$ cat src/rtl/riv_async_fifo_pkg.sv
// Shared types for the async FIFO pointer managers: the four-phase publish FSM state encoding.
package riv_async_fifo_pkg;

    typedef enum logic [1:0] {
        ST_IDLE  = 2'd0,
        ST_LOAD  = 2'd1,
        ST_REQ   = 2'd2,
        ST_DRAIN = 2'd3
    } ptr_fsm_state_e;

endpackage : riv_async_fifo_pkg

$ cat src/rtl/riv_async_fifo_ptr_fsm.sv
// Per-domain pointer manager: owns the local pointer, publishes snapshots via a four-phase handshake
// and derives full/empty. Optional occupancy output enabled by RIV_ASYNC_FIFO_PTR_FSM_LEVEL_EN.
module riv_async_fifo_ptr_fsm
    import riv_async_fifo_pkg::*;
#(
    parameter int unsigned ADDR_WIDTH = 10,
    parameter bit          WRITE_SIDE = 1'b1
) (
    input  logic                  clk,
    input  logic                  rst,
    input  logic                  inc,
    output logic [ADDR_WIDTH-1:0] ptr,
    output logic                  stall,
    output logic [ADDR_WIDTH-1:0] level,
    output logic                  fsm_load,
    output logic                  fsm_req_ack,
    input  logic                  fsm_recv_ack,
    output logic [ADDR_WIDTH-1:0] local_addr,
    input  logic [ADDR_WIDTH-1:0] remote_addr
);

    localparam logic [ADDR_WIDTH-1:0] PTR_ONE  = {{(ADDR_WIDTH-1){1'b0}}, 1'b1};
    localparam logic [ADDR_WIDTH-1:0] PTR_HALF = {1'b1, {(ADDR_WIDTH-1){1'b0}}};

    ptr_fsm_state_e        state_q, state_d;
    logic [ADDR_WIDTH-1:0] ptr_q, ptr_d;
    logic [ADDR_WIDTH-1:0] sent_q, sent_d;
    logic                  load_q, load_d;
    logic                  req_q, req_d;
    logic [ADDR_WIDTH-1:0] diff_s;
    logic                  stall_s;

    // Full/empty from the registered local pointer and the (stale) remote pointer.
    always_comb begin
        diff_s = ptr_q - remote_addr;
        if (WRITE_SIDE) begin
            stall_s = (diff_s == PTR_HALF);
        end else begin
            stall_s = (ptr_q == remote_addr);
        end
    end

    // Pointer advance and handshake next-state; outputs are decoded from the next state so they leave a flop.
    always_comb begin
        ptr_d   = ptr_q;
        sent_d  = sent_q;
        state_d = state_q;
        if (inc && !stall_s) begin
            ptr_d = ptr_q + PTR_ONE;
        end else begin
            ptr_d = ptr_q;
        end
        case (state_q)
            ST_IDLE: begin
                // A lingering ack from before a reset must drop before a new publish starts.
                if ((ptr_q != sent_q) && !fsm_recv_ack) begin
                    state_d = ST_LOAD;
                end else begin
                    state_d = ST_IDLE;
                end
            end
            ST_LOAD: begin
                sent_d  = ptr_q;
                state_d = ST_REQ;
            end
            ST_REQ: begin
                if (fsm_recv_ack) begin
                    state_d = ST_DRAIN;
                end else begin
                    state_d = ST_REQ;
                end
            end
            ST_DRAIN: begin
                if (!fsm_recv_ack) begin
                    state_d = ST_IDLE;
                end else begin
                    state_d = ST_DRAIN;
                end
            end
            default: begin
                state_d = ST_IDLE;
            end
        endcase
        load_d = (state_d == ST_LOAD);
        req_d  = (state_d == ST_REQ);
    end

    // State, pointer and registered handshake outputs.
    always_ff @(posedge clk) begin
        if (rst) begin
            state_q <= ST_IDLE;
            ptr_q   <= {ADDR_WIDTH{1'b0}};
            sent_q  <= {ADDR_WIDTH{1'b0}};
            load_q  <= 1'b0;
            req_q   <= 1'b0;
        end else begin
            state_q <= state_d;
            ptr_q   <= ptr_d;
            sent_q  <= sent_d;
            load_q  <= load_d;
            req_q   <= req_d;
        end
    end

    assign ptr         = ptr_q;
    assign local_addr  = ptr_q;
    assign stall       = stall_s;
    assign fsm_load    = load_q;
    assign fsm_req_ack = req_q;

`ifdef RIV_ASYNC_FIFO_PTR_FSM_LEVEL_EN
    assign level = WRITE_SIDE ? diff_s : (remote_addr - ptr_q);
`else
    assign level = {ADDR_WIDTH{1'b0}};
`endif

endmodule : riv_async_fifo_ptr_fsm

$ cat config.mk
export PLATFORM = sky130hd
export DESIGN_NAME = riv_async_fifo_ptr_fsm
export DESIGN_NICKNAME = d
export VERILOG_FILES = /design/src/rtl/riv_async_fifo_pkg.sv /design/src/rtl/riv_async_fifo_ptr_fsm.sv
export SDC_FILE = /design/constraint.sdc
export NUM_CORES = 1
export LEC_CHECK = 0
export ABC_CLOCK_PERIOD_IN_PS = 5940
export CELL_PAD_IN_SITES_DETAIL_PLACEMENT = 1
export CELL_PAD_IN_SITES_GLOBAL_PLACEMENT = 2
export CORE_MARGIN = 2
export CORE_UTILIZATION = 29
export CTS_CLUSTER_SIZE = 30
export DETAILED_ROUTE_END_ITERATION = 12
export PLACE_DENSITY_LB_ADDON = 0.1
export SYNTH_ARGS = -nofsm -noshare
export SYNTH_HDL_FRONTEND = slang
export SYNTH_SLANG_ARGS = --single-unit
$ cat constraint.sdc
create_clock -name clk -period 5.94 [get_ports clk]
set_clock_uncertainty 0.05 [all_clocks]
set_input_delay 1.188 -clock clk [delete_from_list [all_inputs] [get_ports clk]]
set_output_delay 1.188 -clock clk [all_outputs]
set_load 0.005 [all_outputs]
==> run_results.csv <==
group,metric,value,unit
floorplan,design.core.area,5470,sq um
floorplan,dieArea,6280,sq um
sta,hold_viol,0,
critical_path,crit_family,"buffers and inverters",
cts,cts_resized,0,
critical_path,r2r-end,"local_addr[9]",
global_routing,grt_max_degree,26,
sta,hold_ws,0.424,ns
placed_design,place_area,1960,sq um
cts,cts-root-buf,"clkbuf_8",
critical_path,crit_path_max_fanout,7,
sta,drv_slew,0,
cells_and_area,design_area,2010,sq um
yosys,postSynth.asyncResetShare,0,
global_routing,grt_usage,0.141,
yosys,synth.cell_area,1640,sq um
route,vias_per_cell,4.87,
placed_design,dp.final_hpwl,3.39,mm
flow_run,maxCapViolations,0,
cells_and_area,drive_gt1_frac,0.0385,
critical_path,cp-start-kind,"input port",
critical_path,reg2reg_depth,8,
floorplan,initial_core_util,0.300,
critical_path,reg2reg_from,"local_addr[1]",
global_routing,grt_pass1_wl,7.07,mm
cts,path_clk_slew,0.08,ns
route,drc,0,
critical_path,cp.arrival,3.69,ns
sta,min_period_over_period,0.830,
yosys,syn_area_per_cell,7.82,sq um
yosys,ys_seq_area_frac,0.292,
sta,setup_tns,0,ns
route,post_drt_wl_per_cell,13.9,microns
yosys,synthTopCellsByArea,"dfxtp_1 (29%), buf_4 (9.1%), ha_1 (7.6%), a21oi_1 (7.0%), nand2_1 (6.9%)",
worst_hold_path,hold_depth,2,
floorplan,io_pins,47,
critical_path,slowest_delay,0.53,ns
cts,post_cts_buffers,0,
pwr,ir_drop,0.0736,mV
yosys,ys.flop_type,"dfxtp_1",
pwr,p_leak,0.793,nW
worst_hold_path,hp-class,"reg -> reg",
route,vias,1489,
cts,clock_latency,0.26,ns
critical_path,crit_buf_inv,3,
floorplan,die_w,79.3,microns
cts,cts_tree,"built",
global_routing,antenna_found_initial,0,
cells_and_area,syn_to_final_growth,22.5,%
yosys,synth_top_area_cell,"dfxtp_1",
critical_path,path_common_cell,"clkdlybuf4s50_1",
route,firstDrtPassIters,4,
yosys,synth.most_common_cell,"nand2_1",
cells_and_area,antenna_cells,0,
placed_design,port_buffers,36,
critical_path,slowest_stage,"clkdlybuf4s50_1",
worst_hold_path,hold_end,"sent_q[9]",
critical_path,worstSetupEndpointType,"output port",
route,ant_nets,0,
critical_path,cp_cell_sequence,"clkdlybuf4s50_1 > inv_1 > ha_1 > and2_1 > o21ai_0 > nor4b_1 > nand4_1 > nor3_1 > clkdlybuf4s50_1",
yosys,synth-seq-cells,24,
yosys,yosysWarnings,0,
pwr,power.density,172,nW/um^2
yosys,synthTopCellsByCount,"nand2_1 (30), dfxtp_1 (24), a21oi_1 (23), buf_4 (20), nor2_1 (15)",
cts,cts-buffers-inserted,3,
cts,cts_max_level,1,
floorplan,chipHeight,79.3,microns
critical_path,path_class,"in -> out",
cts,clock_path_buffers,2,
critical_path,r2r_slack,2.95,ns
floorplan,row_count,27,
cts,cts_hold_buf,0,
cells_and_area,layout.nets,259,
yosys,ys_types,38,
sta,min_period,4.93,ns
placed_design,place_congestion,0.873,
sta,setup_viol,0,
global_routing,grt-ovfl-total,0,
sta,relSlewSlack,0.400,
cts,cts.sinks,24,
critical_path,cp.required,4.70,ns
worst_hold_path,worstHoldStart,"sent_q[9]",
sta,rsz0062_at_grt,"no",
sta,worst_slew_pin_slew,0.897,ns
yosys,synth_top_area_share,0.292,
sta,fmax,203,MHz
route,drt_iter0_markers,40,
global_routing,grt_pass1_vias,1512,
yosys,synth-edff-count,0,
route,drt_wl_total,4.25,mm
yosys,synthCells,210,
status,status,"finished, final reports clean",
[layout by cell type, fill, tap and decap left out, types with 3 or more instances in the layout]
master,netlist,routed
xor2_1,10,10
nand2_1,30,30
clkdlybuf4s50_1,0,36
inv_1,11,11
nor4_1,3,3
xnor2_1,4,4
nand3_1,5,5
dfxtp_1,24,24
nor2_1,15,15
conb_1,1,10
nand4_1,4,4
clkbuf_8,0,4
or3_1,6,6
ha_1,10,10
a21oi_1,23,23
nor2b_1,4,4
o21ai_0,8,8
[through the flow]
stage / setup slack, ns / std cells / power, W / utilization
finish: 1.01 / 306 / 0.000346 / 0.368
global route: 0.847 / 306 / 0.000364 / 0.368
CTS: 0.978 / 306 / 0.000352 / 0.368
detailed placement: 0.976 / 302 / 0.000239 / 0.358
global placement: 1.16 / 302 / 0.000236 / 0.358
floorplan: 2.28 / 219 / 0.000217 / -
[power by group]
group	internal (W)	switching (W)	total [W]	leakage, nW
Clock	0.0000592	0.0000524	0.000112	0.0288
Combinational	0.0000300	0.0000328	0.0000628	0.570
Sequential	0.000165	0.00000629	0.000171	0.194
Total	0.000254	0.0000915	0.000346	0.793
[sequential cells by signal (all words and copies together), names as in the netlist]
signal / cells
local_addr: 10
sent_q: 10
state_q: 2
fsm_load: 1
fsm_req_ack: 1
[worst max-delay path by stage]
stage,startpoint,endpoint,slack (ns),depth (start not counted)
global placement,remote_addr[7],stall,1.16,9
floorplan,remote_addr[1],stall,2.28,7
CTS,remote_addr[6],stall,0.98,9
detailed placement,remote_addr[6],stall,0.98,9
finish,remote_addr[6],stall,1.01,9
global route,remote_addr[6],stall,0.85,9
[worst reg2reg max path: stages (launching register included)]
cell       delay [ns]
dfxtp_1          0.54
ha_1             0.33
nor2b_1          0.16
o2111ai_1        0.34
nand2_1          0.14
a31oi_1          0.36
o31ai_2          0.20
nor4_1           0.40
mux2_2           0.37
[metal layers]
layer	wire length [microns]	global-route usage	vias to the layer above
li1	-	-	739
met1	1900	0.180	717
met2	2190	0.248	31
met3	139	0.0261	2
met4	21	0.0259	0
met5	0	0	-
[cell families (layout without fill, tap and decap cells)]
logic type / Yosys count / count (layout) / share of synthesized area
AND/OR/NAND/NOR: 80 / 80 / 0.241
AO/OA/AOI/OAI: 42 / 42 / 0.158
buffers and inverters: 36 / 51 / 0.128
flip-flops: 24 / 24 / 0.292
XOR/XNOR: 15 / 15 / 0.0891
adder cells (fa/ha/maj): 10 / 10 / 0.0762
multiplexers: 2 / 2 / 0.0129
other: 1 / 10 / 0.00228
[area by class of cell]
class,instances,area [sq um]
fill,691,3460
multi-input combinational,159,986
sequential,24,480
timing repair buffer,36,360
tap,72,90.1
clock buffer,4,55.1
inverter,11,41.3
(Power assumes the default switching activity.)
